--- src/rtl/seq_det_prog.sv ---
// Programmable serial sequence detector with a registered one-cycle detect pulse,
// selectable overlapping mode and a saturating match counter.
module seq_det_prog #(
   parameter int unsigned    LEN     = 4,
   parameter int unsigned    CNT_W   = 8,
   parameter logic [LEN-1:0] RST_PAT = LEN'(4'b1100)
) (
   input  logic             clk,
   input  logic             rst_n,
   input  logic             i,
   input  logic             i_vld,
   input  logic             cfg_load,
   input  logic [LEN-1:0]   cfg_pat,
   input  logic             cfg_ovl,
   input  logic             cnt_clr,
   output logic             q,
   output logic [CNT_W-1:0] match_cnt,
   output logic             ovl
);

   localparam int unsigned      FW      = $clog2(LEN + 1);
   localparam logic [FW-1:0]    LEN_F   = FW'(LEN);
   localparam logic [CNT_W-1:0] CNT_MAX = {CNT_W{1'b1}};

   typedef enum logic [1:0] {StIdle, StFill, StArmed} state_e;

   state_e           state_q, state_d;
   logic [LEN-1:0]   pat_q, pat_d;
   logic [LEN-1:0]   hist_q, hist_d;
   logic [FW-1:0]    fill_q, fill_d;
   logic             ovl_q, ovl_d;
   logic             q_q;
   logic [CNT_W-1:0] cnt_q, cnt_d;

   logic             accept;
   logic             hit;
   logic [LEN-1:0]   hist_sh;
   logic [FW-1:0]    fill_inc;

   // A bit presented alongside cfg_load is discarded.
   assign accept   = i_vld & ~cfg_load;
   assign hist_sh  = {hist_q[LEN-2:0], i};
   assign fill_inc = (fill_q == LEN_F) ? fill_q : fill_q + FW'(1);
   assign hit      = accept && (fill_inc == LEN_F) && (hist_sh == pat_q);

   always_comb begin
      state_d = state_q;
      pat_d   = pat_q;
      hist_d  = hist_q;
      fill_d  = fill_q;
      ovl_d   = ovl_q;

      if (cfg_load) begin
         pat_d   = cfg_pat;
         ovl_d   = cfg_ovl;
         hist_d  = '0;
         fill_d  = '0;
         state_d = StIdle;
      end else if (accept) begin
         hist_d = hist_sh;
         fill_d = (hit && !ovl_q) ? '0 : fill_inc;
         unique case (state_q)
            StIdle:  state_d = (fill_inc == LEN_F) ? StArmed : StFill;
            StFill:  begin
               if (hit && !ovl_q)          state_d = StIdle;
               else if (fill_inc == LEN_F) state_d = StArmed;
               else                        state_d = StFill;
            end
            StArmed: state_d = (hit && !ovl_q) ? StIdle : StArmed;
            default: state_d = StIdle;
         endcase
      end
   end

   // Clear wins over a simultaneous hit.
   always_comb begin
      cnt_d = cnt_q;
      if (cnt_clr) begin
         cnt_d = '0;
      end else if (hit && (cnt_q != CNT_MAX)) begin
         cnt_d = cnt_q + CNT_W'(1);
      end
   end

   always_ff @(posedge clk) begin
      if (!rst_n) begin
         state_q <= StIdle;
         pat_q   <= RST_PAT;
         hist_q  <= '0;
         fill_q  <= '0;
         ovl_q   <= 1'b0;
         q_q     <= 1'b0;
         cnt_q   <= '0;
      end else begin
         state_q <= state_d;
         pat_q   <= pat_d;
         hist_q  <= hist_d;
         fill_q  <= fill_d;
         ovl_q   <= ovl_d;
         q_q     <= hit;
         cnt_q   <= cnt_d;
      end
   end

   assign q         = q_q;
   assign match_cnt = cnt_q;
   assign ovl       = ovl_q;

endmodule

--- config.mk ---
export PLATFORM = sky130hd
export DESIGN_NAME = seq_det_prog
export DESIGN_NICKNAME = d
export VERILOG_FILES = /design/src/rtl/seq_det_prog.sv
export SDC_FILE = /design/constraint.sdc
export NUM_CORES = 1
export LEC_CHECK = 0
export ABC_CLOCK_PERIOD_IN_PS = 2400
export CAP_MARGIN = 20
export CORE_UTILIZATION = 49
export DETAILED_ROUTE_END_ITERATION = 10
export HOLD_SLACK_MARGIN = 0.05
export PLACE_DENSITY_LB_ADDON = 0.05
export SYNTH_ARGS = -nofsm -noshare
export SYNTH_HDL_FRONTEND = slang
export SYNTH_SLANG_ARGS = --single-unit
--- constraint.sdc ---
create_clock -name clk -period 2.4 [get_ports clk]
set_input_delay 0.48 -clock clk [delete_from_list [all_inputs] [get_ports clk]]
set_output_delay 0.48 -clock clk [all_outputs]
set_load 0.1 [all_outputs]
==> results by group <==
Outcome
  – Status: finished clean

STA
  – Highest Clock Rate: about 0.45 GHz
  – Final Setup Violations: 0
  – Final Hold Viols: 0
  – Slew HR: 69.8%
  – Fin crit share: a little over 90%
  – Slew @ Worst Pin: about 450 ps
  – Shortest period the worst path allows: between 2000 and 2500 ps
  – RSZ-0062 raised after global routing: no
  – Hold WS: approximately 530 ps
  – Slack of the critical path: around 180 ps
  – Final setup TNS: 0 ps
  – Slew Viols, Final: 0
  – Clock skew: between 9 and 10 ps

Logic synthesis
  – Most frequent cell after synthesis: dfxtp_1
  – Synth top cells by count: dfxtp_1 (20), mux2i_1 (8), a21oi_1 (7), nand2_1 (7)
  – Mapped Cells: 110
  – Seq/Total Area, Yosys: between 30% and 40%
  – Number of enable flip-flop cells after synthesis: 0
  – Post-Syn Area: 1030 um2
  – Yosys reg bits: 20
  – Avg Inst Size Synth: between 9 and 10 um2
  – Syn Nets: 124
  – Synth async-reset ratio: 0%
  – Synth cell types: 37
  – Syn. warnings: 0
  – Post-synth top area share: approximately 39%
  – Top cells by area, synth: dfxtp_1 (39%), mux2i_1 (7.7%), and3_1 (3.6%)
  – Post-synth top area cell: dfxtp_1
  – Main synth FF type: dfxtp_1

Critical path
  – Worst r2r src: fill_q[0]
  – Worst Path Arrival: around 2400 ps
  – Worst path slowest cell: o211a_1
  – Critical Path Source: fill_q[0]
  – CP max stage delay: between 400 and 500 ps
  – R2R setup slack: roughly 180 ps
  – CP Class: flop to flop
  – CP endpoint kind: flop
  – Crit-path cells: inv_1, ha_1, a21bo_2, a2111oi_4, o211a_1, a311oi_1, a41o_1
  – Worst EP required: 2610 ps
  – Startpoint Class: flop
  – Critical path fanouts, max: 12

Die
  – Total die area: 2300 um2
  – Boundary Pins: 21
  – Core Region: around 2000 um2
  – Die Wd: 47.9 um
  – Rows: 16
  – DIE HEIGHT: approximately 48 um
  – Starting density of the core: a little over half

Global routing
  – First-pass GRT wire length: 2990 um
  – Global-route usage over all layers: between 10% and 20%
  – Vias in the first global route: just over 700
  – Largest net degree at the start of global routing: 13
  – Congestion Overflow GR: 0
  – Initial antenna violation count: 0

Power and ir drop
  – PD cells: approximately 480 nW/um2
  – Peak supply drop: around 0.34 mV
  – Leakage: 0.562 nW

Route
  – Final WL: 1960 um
  – DR iter-0 viols: 22
  – Wire per inst: around 12 um
  – Post-DRT Antenna Nets: 0
  – Post-route DRC: 0
  – Vias per cell: between 5 and 6
  – DR vias: slightly below 900
  – Pre-antenna DRT Iters: 4

Placed design
  – DP Worst Slack: ~110 ps
  – Gpl congestion: approximately 0.73
  – Placed insts: about 160
  – Dpl hpwl: between 1000 and 1500 um
  – Port Buffers: 20

Finish
  – Ant diodes: 0
  – Layout cell share with drive strength beyond 1: about 17%
  – Fillers: approximately 170
  – Final cell count without fillers: about 160
  – Net count, final: 147
  – FF+latch area: between 400 and 500 um2
  – Final Util: 64.4%
  – Area growth from synthesis to layout: 23.5%
  – Footprint of the multi-input gates: 597 um2

Worst hold path
  – Hold_sp: fill_q[1]
  – Min-delay worst type: flop to flop

Clocking
  – Cts bufs inserted: 3
  – CTS tree: done
  – Root Buffer: clkbuf_4
  – Setup repair bufs after CTS: 0
  – Hold Buf Count CTS: 0
  – Clock Pin Slew Worst Setup and Hold Paths: 110 ps
  – Clk buf depth: 2
  – H-tree depth: 1
  – # resized after CTS: 0
  – Clock tree sinks: 20
  – Worst-Skew Late Latency: slightly above 300 ps

Job
  – Number of max-cap violations: 0
## cell families after synthesis
| group | after synthesis | synth area share, % |
|---|---|---|
| XOR/XNOR | 5 | 4.24 |
| buffers and inverters | 9 | 3.51 |
| AND/OR/NAND/NOR | 42 | 23.0 |
| AO/OA/AOI/OAI | 23 | 19.1 |
| adder cells (fa/ha/maj) | 3 | 3.63 |
| multiplexers | 8 | 7.75 |
| flip-flops | 20 | 38.7 |
## layout by cell type, fill, tap and decap left out, types with 2 or more instances in the layout
master	n
mux2i_1	8
xor2_1	4
dfxtp_1	20
nand3_1	4
and3_1	6
nand2b_1	2
a21oi_1	7
nor2b_1	5
a41o_1	3
buf_4	12
nand2_1	7
inv_1	5
clkdlybuf4s50_1	10
nor2_1	6
clkbuf_4	3
o21ai_0	2
nor3_1	4
ha_1	3
a31oi_1	2
## per-layer routing
layer | vias up | wire (um) | GRT usage (%)
li1 | 448 | - | -
met1 | 405 | 985 | 26.0
met2 | 25 | 857 | 27.6
met3 | 3 | 98 | 4.53
met4 | 0 | 23 | 8.33
met5 | - | 0 | 0
## registers in the layout, indices dropped and copies added (netlist names)
signal / count
hist_q: 3
match_cnt: 8
q: 1
ovl: 1
fill_q: 3
pat_q: 4
## metrics by stage
stage | total power [mW] | cell area, um2
global route | 0.645 | 1280
global placement | 0.421 | 1240
finish | 0.615 | 1280
floorplan | 0.394 | 1030
detailed placement | 0.422 | 1240
CTS | 0.622 | 1280
## critical path: cells and delay by family, from the launching register on
kind            cells  cell delay (ps)
fa+ha+maj           1              260
flops               1              390
buf+inv             1               80
compound gates      5             1380
## path summary, 6_finish.rpt
check                                     to  cells after the start
worst max register to register  match_cnt[2]                      7
worst min-delay path               fill_q[1]                      2
worst max-delay path            match_cnt[2]                      7
worst min register to register     fill_q[1]                      2
## power breakdown
group          total [mW]  leakage [nW]  internal, mW  switching, mW
clock               0.201        0.0210        0.0927          0.108
sequential          0.345         0.162         0.339        0.00614
combinational      0.0697         0.379        0.0353         0.0344
total               0.615         0.562         0.467          0.148
## area by class of cell
type                            instances  area share (%)
Clock buffer                            4            2.84
Inverter                                5            1.47
Multi-Input combinational cell         81            46.8
Sequential cell                        20            31.4
Tap cell                               27            2.65
Timing Repair Buffer                   22            14.9
Power figures use the tool's default switching activity.
